**config.mk**
```make
export PLATFORM = sky130hd
export DESIGN_NAME = regfile_write_arbiter
export DESIGN_NICKNAME = d
export VERILOG_FILES = /design/src/rtl/regfile_write_arbiter.sv
export SDC_FILE = /design/constraint.sdc
export NUM_CORES = 1
export LEC_CHECK = 0
export CORE_ASPECT_RATIO = 1.75
export CORE_MARGIN = 2
export CORE_UTILIZATION = 47
export DETAILED_ROUTE_END_ITERATION = 7
export GPL_ROUTABILITY_DRIVEN = 1
export PLACE_DENSITY = 0.79
export SYNTH_ARGS = -nofsm -noshare
export SYNTH_HDL_FRONTEND = slang
export SYNTH_SLANG_ARGS = --single-unit
```
**constraint.sdc**
```tcl
create_clock -name clk -period 7.3 [get_ports clk]
set_input_delay 1.46 -clock clk [delete_from_list [all_inputs] [get_ports clk]]
set_output_delay 1.46 -clock clk [all_outputs]
set_load 0.03 [all_outputs]
```
**src/rtl/regfile_write_arbiter.sv**
```systemverilog
// regfile_write_arbiter: round-robin scheduler granting up to two register-file writes per cycle,
// never pairing two different writes to the same register in one cycle.
module regfile_write_arbiter #(
    parameter int DATAWIDTH = 32,
    parameter int NREQ = 4,
    parameter int CNTW = 16
) (
    input  logic                      clk,
    input  logic                      resetn,
    input  logic [NREQ-1:0]           req_valid,
    output logic [NREQ-1:0]           req_ready,
    input  logic [4*NREQ-1:0]         req_reg,
    input  logic [DATAWIDTH*NREQ-1:0] req_data,
    input  logic                      hold,
    output logic                      wr_en,
    output logic [3:0]                wr_reg1,
    output logic [3:0]                wr_reg2,
    output logic [DATAWIDTH-1:0]      wr_data1,
    output logic [DATAWIDTH-1:0]      wr_data2,
    output logic [CNTW-1:0]           conflict_cnt
);
    localparam int PW = $clog2(NREQ);

    logic [3:0]           regs  [NREQ];
    logic [DATAWIDTH-1:0] datas [NREQ];
    logic [PW-1:0]        rr_ptr, idx, g1, g2, last;
    logic                 g1_found, g2_found, defer;

    for (genvar i = 0; i < NREQ; i++) begin : g_unpack
        assign regs[i]  = req_reg[4*i +: 4];
        assign datas[i] = req_data[DATAWIDTH*i +: DATAWIDTH];
    end

    // Scan from rr_ptr; same-register requests met before G2 are deferred to a later cycle.
    always_comb begin
        req_ready = '0;
        g1_found = 1'b0;
        g2_found = 1'b0;
        defer = 1'b0;
        g1 = '0;
        g2 = '0;
        idx = '0;
        for (int k = 0; k < NREQ; k++) begin
            idx = PW'((int'(rr_ptr) + k) % NREQ);
            if (resetn && !hold && req_valid[idx]) begin
                if (!g1_found) begin
                    g1_found = 1'b1;
                    g1 = idx;
                    req_ready[idx] = 1'b1;
                end else if (!g2_found && regs[idx] == regs[g1]) begin
                    defer = 1'b1;
                end else if (!g2_found) begin
                    g2_found = 1'b1;
                    g2 = idx;
                    req_ready[idx] = 1'b1;
                end
            end
        end
    end

    assign last = g2_found ? g2 : g1;

    always_ff @(posedge clk) begin
        if (!resetn) begin
            wr_en <= 1'b0;
            wr_reg1 <= '0;
            wr_reg2 <= '0;
            wr_data1 <= '0;
            wr_data2 <= '0;
            rr_ptr <= '0;
            conflict_cnt <= '0;
        end else begin
            wr_en <= g1_found;
            if (g1_found) begin
                wr_reg1 <= regs[g1];
                wr_data1 <= datas[g1];
                wr_reg2 <= g2_found ? regs[g2] : regs[g1];
                wr_data2 <= g2_found ? datas[g2] : datas[g1];
                rr_ptr <= (last == PW'(NREQ - 1)) ? '0 : last + 1'b1;
            end
            if (defer && conflict_cnt != '1)
                conflict_cnt <= conflict_cnt + 1'b1;
        end
    end
endmodule

```
==> out/summary.txt, run 1 <==
TritonCTS clock tree: yes
Die W: 97.54 microns
Largest net degree at the start of global routing: 74
Port Buffer Count: 243
Clock Sinks: 91
Register area share after synthesis: 0.2532
Yosys reg bits: 91
Post-DP HPWL: 20750 microns
Drt drc: 0
Worst-margin pin slew: 1.226 ns
Syn Inst Count: 756
Most frequent cells in the layout: clkdlybuf4s50_1 (239), dfxtp_1 (91), mux4_2 (55)
Std cell rows: 59
Final setup vio count: 0
CP endpoint kind: primary output
Total wire length: 27670 microns
EDFF count, synth: 0
Nets@finish: 1144
Slew headroom: 0.1829
RSZ-0062 raised after global routing: false
Routed vias: 7875
Fmax: 144.1 MHz
Tmin final: 6.938 ns
Number of library cell types mapped by synthesis: 78
CP Data Required Time: 5.84 ns
Skew final: 0.009572 ns
Peak VDD IR: 0.2334 mV
1st-iter DRT viols: 532
Leak: 0.003843 uW
Layout cell share with drive strength beyond 1: 0.1391
Status: complete, no violations
Clock Pin Slew Worst Setup and Hold Paths: 0.06 ns
DR WL/cell: 23.51 microns
Top_reg_cell synth: dfxtp_1
Filler cells: 1213
Crit share post-route: 0.9504
Cell Area, Synth: 7196 sq um
HP Class: flip-flop to flip-flop
Initial Util: 0.4825
Die H: 167.7 microns
CP Data Arrival Time: 5.48 ns
P&R area growth vs syn: 42.44%
Core Area: 14910 sq um
Gpl congestion: 0.9682
Max_cap viols: 0
Routed Antenna Nets: 0
Yosys warning count: 0
Worst setup SP type: primary input
Final Hold Vio Count: 0
Hold WS: 0.4496 ns
Most common cell after layout, fill and taps aside: clkdlybuf4s50_1
Hold_buf cts: 0
Setup bufs post-CTS: 0
Syn_nets: 913
Critical path type: primary input to primary output
Vias per std cell: 6.691
Fin. max-slew vios: 0
Post-CTS sizing: 0
Worst-path fanout max: 6
Clk_lat worst skew: 0.34 ns
I/O pin count: 244
Initial antenna violation count: 1
Die Area: 16360 sq um
Async SR Flop Fraction: 0
Total Neg Setup Slack: 0 ns
CTS buffer count: 9
Syn Area/Cell: 9.518 sq um
Root buffer cell: clkbuf_16
Length of the first detailed-routing pass in iterations: 5
H-tree Lvls: 3
Congestion Overflow GR: 0
Global-route wire length before repair: 42810 microns
Pwr dens: 394.1 nW/um^2
Number of global-route vias before repair: 7943
CTS max path bufs: 2
Tot GR Track Use: 0.3304
## registers in the layout (all words and copies together), names as in the netlist
signal and count:
wr_reg1 4, wr_data2 32, wr_data1 32, wr_reg2 4, conflict_cnt 16, rr_ptr 2
wr_en 1
## final cells by class
| type | instances | area, sq um | area share |
|---|---|---|---|
| Timing Repair Buffer | 279 | 2768 | 0.2700 |
| Clock inverter | 5 | 37.54 | 0.003662 |
| Clock buffer | 11 | 232.7 | 0.02271 |
| Antenna cell | 2 | 5.005 | 0.0004883 |
| Inverter | 21 | 78.83 | 0.007690 |
| Tap cell | 183 | 229.0 | 0.02234 |
| Multi-Input combinational cell | 585 | 5077 | 0.4954 |
| Sequential cell | 91 | 1822 | 0.1777 |
## worst max-delay path: stages
cell	delay [ns]
clkdlybuf4s50_1	0.42
mux2i_1	0.33
nand2b_1	0.20
o21a_1	0.14
clkinv_1	0.10
ha_1	0.39
inv_1	0.13
o21ai_2	0.34
a21boi_0	0.15
o2111a_1	0.30
or4_4	0.63
a21oi_2	0.17
a21oi_1	0.09
nor2_1	0.21
a221o_1	0.27
buf_12	0.14
## through the flow
stage	setup slack, ns	power, uW	utilization	instances	area (sq um)
finish	0.3623	4039	0.6874	1177	10250
global route	0.04051	4262	0.6872	1176	10250
CTS	0.3113	4041	0.6869	1175	10240
detailed placement	0.3134	3598	0.6687	1159	9972
global placement	0.4299	3562	0.6687	1159	9972
floorplan	0.8294	2624	-	756	7196
## per-layer routing
metal  part of all wire  global-route usage  vias to the layer above
li1                   -                   -                     3511
met1               0.34              0.3454                     3818
met2               0.52              0.5985                      427
met3              0.068             0.05509                      119
met4              0.073              0.2198                        0
met5                  0                   0                        -
## where the power goes
part / internal, uW / switching [uW] / total [uW]
clock: 232 / 201 / 434
sequential: 699 / 101 / 800
combinational: 1260 / 1540 / 2810
## cell usage after synthesis (4+ instances only)
cell type	count	share of area
dfxtp_1	91	0.25
nor3_1	5	0.0035
ha_1	6	0.010
nand2b_1	8	0.0070
xnor2_1	4	0.0049
nand4_1	15	0.013
a22oi_1	22	0.023
and2_1	38	0.033
a211oi_1	8	0.0083
o211ai_1	11	0.011
o2111a_1	4	0.0063
nand2_1	43	0.022
inv_1	18	0.0094
clkbuf_1	32	0.017
buf_2	15	0.010
a21oi_1	38	0.026
a21o_1	37	0.039
o221ai_1	28	0.034
nand3_1	38	0.026
or4_1	13	0.014
a211o_1	5	0.0061
nor2_1	13	0.0068
a22o_1	4	0.0049
a221o_1	5	0.0070
mux4_2	55	0.17
o2111ai_1	5	0.0061
a2111oi_0	6	0.0073
and3_1	19	0.017
o21ai_1	4	0.0028
o21ai_0	33	0.023
mux2i_1	50	0.070
buf_1	5	0.0026
o31ai_1	12	0.013
## worst paths after layout
kind | cells after the start | slack [ns] | to | from
worst min register to register | 1 | 0.45 | wr_data1[1]$_SDFFE_PN0P_ | wr_data1[1]$_SDFFE_PN0P_
worst max register to register | 15 | 2.04 | wr_data2[18]$_SDFFE_PN0P_ | rr_ptr[0]$_SDFFE_PN0P_
worst min-delay path | 1 | 0.45 | wr_data1[1]$_SDFFE_PN0P_ | wr_data1[1]$_SDFFE_PN0P_
worst max-delay path | 16 | 0.36 | req_ready[2] | req_valid[1]
## cell families after synthesis
family          share of synthesized area
compound gates                     0.2683
simple gates                       0.1621
mux                                0.2520
flops                              0.2532
buf+inv                           0.04921
fa+ha+maj                         0.01043
xor+xnor                         0.004868
Power figures use the tool's default switching activity.
==> run 2, diff against run 1 <==
- CORE_UTILIZATION: 47 -> 30
- PLACE_DENSITY: 0.79 -> 0.54
- SKIP_CTS_REPAIR_TIMING: unset -> 1
- SLEW_MARGIN: unset -> 20
==> run 2 against run 1 <==
Fmax decreased by 0.89%. Clock-buffer cell count increased by 2. Routed wire length increased by 7.4%. Global-route usage decreased by 9.6 points. Clock power increased by 15%. Register-to-register slack got worse by 0.21 ns. Combinational power about the same.
==> out/summary.txt, run 2 (same netlist as run 1, synthesis figures left out) <==
Status: complete, no violations
Length of the first detailed-routing pass in iterations: 5 (unchanged)
H-tree Lvls: 3 (unchanged)
CP dominant cell by count: a2111oi_0
Fmax: 142.9 MHz (-0.89%)
Buf+Inv Stages, Crit Path: 4 (unchanged)
Worst-margin pin slew: 0.8886 ns (-0.3371 ns)
Worst-path fanout max: 7 (+1)
Clock Pin Slew Worst Setup and Hold Paths: 0.06 ns (about the same)
Largest net degree at the start of global routing: 40 (-46%)
Number of global-route vias before repair: 7751 (-2.4%)
TritonCTS clock tree: yes
Post-route cell area: 10460 sq um (+2.1%)
Reg2Reg Depth: 13 (-2)
Worst setup SP type: primary input
Peak VDD IR: 0.2670 mV (+14%)
Clk_lat worst skew: 0.35 ns (about the same)
Max_cap viols: 0 (unchanged)
Slew headroom: 0.4076 (+0.2247)
Leak: 0.003859 uW (+0.44%)
Tmin final: 7.000 ns (+0.06241 ns)
Critical path type: primary input to primary output
Die W: 121.1 microns (+24%)
Hold WS: 0.4479 ns (-0.001694 ns)
Worst R2R End: wr_data2[0]$_SDFFE_PN0P_
Worst path top cell family by delay: compound AO/OA/AOI/OAI gates
Gpl congestion: 0.9095 (-6.1%)
P&R area growth vs syn: 45.42%
Filler cells: 2331 (+92%)
Initial Util: 0.3031 (-0.1795)
Skew final: 0.005168 ns (-0.004404 ns)
Nets@finish: 1141 (-0.26%)
Slowest CP cell: a2111oi_0
Layout cell share with drive strength beyond 1: 0.1395 (+0.0004220)
Most frequent cells in the layout: clkdlybuf4s50_1 (239), dfxtp_1 (91), mux4_2 (55)
Top flop regs: wr_data1 (32), wr_data2 (32), conflict_cnt (16)
HP Class: flip-flop to flip-flop
CTS buffer count: 9 (unchanged)
Hold path depth: 1 (unchanged)
1st-iter DRT viols: 424 (-20%)
Routed vias: 7648 (-2.9%)
Register area: 1822 sq um (unchanged)
RSZ-0062 raised after global routing: false
Die Area: 25290 sq um (+55%)
Crit share post-route: 0.9589 (+0.008549)
Root buffer cell: clkbuf_16
Worst Min Path Start: wr_data1[26]$_SDFFE_PN0P_
DR WL/cell: 22.87 microns (-2.7%)
I/O pin count: 244 (unchanged)
CTS max path bufs: 2 (unchanged)
Tot GR Track Use: 0.2341 (-0.09631)
Drt drc: 0 (unchanged)
Congestion Overflow GR: 0 (unchanged)
Vias per std cell: 5.888 (-12%)
Slowest stage delay, CP: 0.66 ns (+0.03 ns)
Total wire length: 29710 microns (+7.4%)
Worst hold endpoint: wr_data1[26]$_SDFFE_PN0P_
Std cell rows: 75 (+27%)
Global-route wire length before repair: 45310 microns (+5.9%)
Flop2flop setup slack: 1.83 ns (-0.21 ns)
Core Area: 23740 sq um (+59%)
Most common cell after layout, fill and taps aside: clkdlybuf4s50_1
CP Data Required Time: 5.84 ns (about the same)
Multi-input logic area: 5092 sq um (+0.30%)
Final Hold Vio Count: 0 (unchanged)
Port Buffer Count: 243 (unchanged)
Initial antenna violation count: 2 (+1)
Pwr dens: 394.2 nW/um^2 (about the same)
Fin. max-slew vios: 0 (unchanged)
Routed Antenna Nets: 0 (unchanged)
Post-DP HPWL: 22590 microns (+8.9%)
Worst r2r src: rr_ptr[0]$_SDFFE_PN0P_
Clock Sinks: 91 (unchanged)
CP endpoint kind: primary output
Worst-path cell chain: clkdlybuf4s50_1, mux2i_1, nand2b_1, o21a_1, clkinv_1, ha_1, inv_1, o21ai_2, a2111oi_0, a2111oi_0, or4_4, a21oi_2, a21oi_1, nor2_2, a221o_1, buf_12
Final setup vio count: 0 (unchanged)
Placed Area: 10110 sq um (+1.4%)
CP Data Arrival Time: 5.54 ns (+0.06 ns)
Die H: 208.9 microns (+25%)
Total Neg Setup Slack: 0 ns (unchanged)
## run 2: routing by layer
metal | vias to the layer above | part of all wire | track usage | routed length [microns]
li1 | 3498 | - | - | -
met1 | 3852 | 0.35 | 0.2456 | 10460
met2 | 233 | 0.57 | 0.4508 | 16960
met3 | 65 | 0.034 | 0.02538 | 1005
met4 | 0 | 0.044 | 0.1119 | 1294
met5 | - | 0 | 0 | 0
## run 2: worst max-delay path by stage
stage / start / to / slack (ns) / depth (start not counted)
after detailed placement: resetn / req_ready[1] / 0.17 / 16
after floorplan: req_valid[3] / req_ready[0] / 0.83 / 15
final: req_valid[1] / req_ready[1] / 0.30 / 16
after CTS: resetn / req_ready[1] / 0.17 / 16
after global routing: req_valid[1] / req_ready[3] / 0.05 / 16
after global placement: req_valid[1] / req_ready[3] / 0.26 / 16
## run 2: report_power, final
part | switching (uW) | total, uW | internal (uW)
Sequential | 106 | 806 | 699
Combinational | 1570 | 2820 | 1250
Clock | 203 | 497 | 294
Total | 1880 | 4120 | 2240
## run 2: through the flow
step             util  instances  total power (uW)  setup WS (ns)
6_report       0.4407       1299              4124         0.2999
5_1_grt        0.4407       1299              4363        0.04654
4_1_cts        0.4392       1296              4153         0.1669
3_3_place_gp   0.4259       1280              3623         0.2634
3_5_place_dp   0.4259       1280              3643         0.1697
2_1_floorplan       -        756              2624         0.8294
## run 2: final cells by class
type                            instances  area share
Antenna cell                            2   0.0004783
Clock buffer                           13     0.02583
Clock inverter                          3    0.004305
Inverter                               21    0.007533
Multi-Input combinational cell        585      0.4867
Sequential cell                        91      0.1741
Tap cell                              308     0.03683
Timing Repair Buffer                  276      0.2643
==> run 3, diff against run 2 <==
- SKIP_CTS_REPAIR_TIMING: 1 -> unset
- clock period: 7.3 -> 7.8 ns (I/O delays scaled with it)
==> run 3 against run 2 <==
Total power shrank 6.5%. Clock-buffer cell count stayed put. Register-to-register slack improved by 0.33 ns. Global-route usage rose by 0.14 points. Core utilization down 0.13 points. Clock skew grew 0.0023 ns. Non-clock buffer count down 3. Worst setup slack gained 0.057 ns. Sequential share of layout area is 0.052 points higher. Highest routed layer unchanged.
==> out/summary.txt, run 3 (same netlist as run 1, synthesis figures left out) <==
Status: complete, no violations
Flop2flop setup slack: 2.16 ns (+0.33 ns)
Worst-path cell chain: clkdlybuf4s50_1, mux2i_1, nand2b_1, o21a_1, clkinv_1, ha_1, o21ai_1, o2111ai_1, o2111a_1, or4_4, a21oi_2, a21oi_1, nor2_1, a221o_1, buf_12
Gpl congestion: 0.9630 (+5.9%)
Slowest CP cell: or4_4
I/O pin count: 244 (unchanged)
Die Area: 25290 sq um (unchanged)
Total wire length: 30030 microns (+1.1%)
H-tree Lvls: 3 (unchanged)
Leak: 0.003840 uW (-0.51%)
Die H: 208.9 microns (unchanged)
Clock Pin Slew Worst Setup and Hold Paths: 0.06 ns (about the same)
Finished Layout Cells: 1297 (-0.15%)
Port Buffer Count: 243 (unchanged)
Final setup vio count: 0 (unchanged)
Layout cell share with drive strength beyond 1: 0.1349 (-0.004646)
Skew final: 0.007514 ns (+0.002345 ns)
Critical path type: primary input to primary output
Initial Util: 0.3031 (unchanged)
Final worst setup slack: 0.3564 ns (+0.05652 ns)
CP endpoint kind: primary output
Global-route wire length before repair: 45190 microns (-0.27%)
1st-iter DRT viols: 385 (-9.2%)
Placed Area: 10080 sq um (-0.35%)
Place WS: 0.2575 ns (+0.08781 ns)
Max_cap viols: 0 (unchanged)
Length of the first detailed-routing pass in iterations: 5 (unchanged)
Std cell rows: 75 (unchanged)
CTS max path bufs: 2 (unchanged)
Nets@finish: 1138 (-0.26%)
Tot GR Track Use: 0.2355 (+0.001384)
Root buffer cell: clkbuf_16
Vias per std cell: 5.894 (+0.10%)
Fmax: 134.3 MHz
CP Data Required Time: 6.24 ns (+0.40 ns)
Core Area: 23740 sq um (unchanged)
Pwr dens: 369.8 nW/um^2 (-6.2%)
Slowest stage delay, CP: 0.62 ns (-0.04 ns)
Hold WS: 0.4470 ns (-0.0009700 ns)
Worst-margin pin slew: 0.9443 ns (+0.05571 ns)
Most common cell after layout, fill and taps aside: clkdlybuf4s50_1
Tmin final: 7.444 ns
Number of global-route vias before repair: 7751 (unchanged)
Worst path top cell family by delay: compound AO/OA/AOI/OAI gates
Worst-path fanout max: 9 (+2)
DR WL/cell: 23.15 microns (+1.2%)
Worst setup SP type: primary input
Peak VDD IR: 0.1438 mV (-46%)
HP Class: flip-flop to flip-flop
P&R area growth vs syn: 44.98%
CP Data Arrival Time: 5.88 ns (+0.34 ns)
Routed Antenna Nets: 0 (unchanged)
Post-route cell area: 10430 sq um (-0.30%)
Placed cell count: 1277 (-0.23%)
Post-DP HPWL: 22990 microns (+1.8%)
Drt drc: 0 (unchanged)
Die W: 121.1 microns (unchanged)
Clock Sinks: 91 (unchanged)
Initial antenna violation count: 3 (+1)
Most frequent cells in the layout: clkdlybuf4s50_1 (239), dfxtp_1 (91), mux4_2 (55)
Fin. max-slew vios: 0 (unchanged)
Slew headroom: 0.3705 (-0.03714)
Top flop regs: wr_data1 (32), wr_data2 (32), conflict_cnt (16)
Congestion Overflow GR: 0 (unchanged)
CTS buffer count: 9 (unchanged)
Setup bufs post-CTS: 0
Buf+Inv Stages, Crit Path: 3 (-1)
RSZ-0062 raised after global routing: false
Clk_lat worst skew: 0.36 ns (about the same)
Total Neg Setup Slack: 0 ns (unchanged)
Largest net degree at the start of global routing: 46 (+15%)
Crit share post-route: 0.9543
Final Hold Vio Count: 0 (unchanged)
Routed vias: 7644 (-0.052%)
TritonCTS clock tree: yes
## run 3: report_power, final
group / switching [uW] / internal [uW] / total [uW]
registers: 96.5 / 655 / 751
clock network: 191 / 275 / 466
logic: 1470 / 1170 / 2640
total: 1760 / 2100 / 3860
## run 3: what timing repair did
item,in CTS,in global routing
endpoints found under the setup margin,0,4
resized for setup,0,1
hold buffers,0,0
## run 3: path summary, 6_finish.rpt
kind                             from                        end  depth (start not counted)
max                      req_valid[1]               req_ready[3]                         15
min          wr_data1[0]$_SDFFE_PN0P_   wr_data1[0]$_SDFFE_PN0P_                          1
max reg2reg    rr_ptr[0]$_SDFFE_PN0P_  wr_data2[23]$_SDFFE_PN0P_                         15
min reg2reg  wr_data1[0]$_SDFFE_PN0P_   wr_data1[0]$_SDFFE_PN0P_                          1
## run 3: worst register-to-register path, stage by stage (launching register included)
cell and delay, ns:
dfxtp_1 0.35, buf_4 0.43, mux2i_1 0.46, nand2b_1 0.20
o21a_1 0.14, clkinv_1 0.10, ha_1 0.38, o21ai_1 0.58
o2111ai_1 0.17, o2111a_1 0.21, o41ai_2 0.82, nand3_1 0.30
o21ai_4 0.53, buf_12 0.37, mux2i_1 0.32, o221ai_1 0.15
## run 3: layout make-up
| cell class | count | area, sq um |
|---|---|---|
| Antenna cell | 3 | 7.507 |
| Clock buffer | 13 | 270.3 |
| Clock inverter | 3 | 45.04 |
| Fill cell | 2325 | 13310 |
| Inverter | 21 | 78.83 |
| Multi-Input combinational cell | 585 | 5089 |
| Sequential cell | 91 | 1822 |
| Tap cell | 308 | 385.4 |
| Timing Repair Buffer | 273 | 2735 |
## run 3: stage by stage
stage                 util  total power [uW]
finish              0.4394              3857
global route        0.4394              4095
CTS                 0.4377              3884
detailed placement  0.4245              3406
global placement    0.4245              3394
floorplan                -              2456
## run 3: per-layer routing
metal,wire [microns],global-route usage,vias up
met5,0,0,-
met1,10280,0.2387,3820
met3,1169,0.02675,73
met4,1618,0.1259,0
met2,16960,0.4556,253
li1,-,-,3498
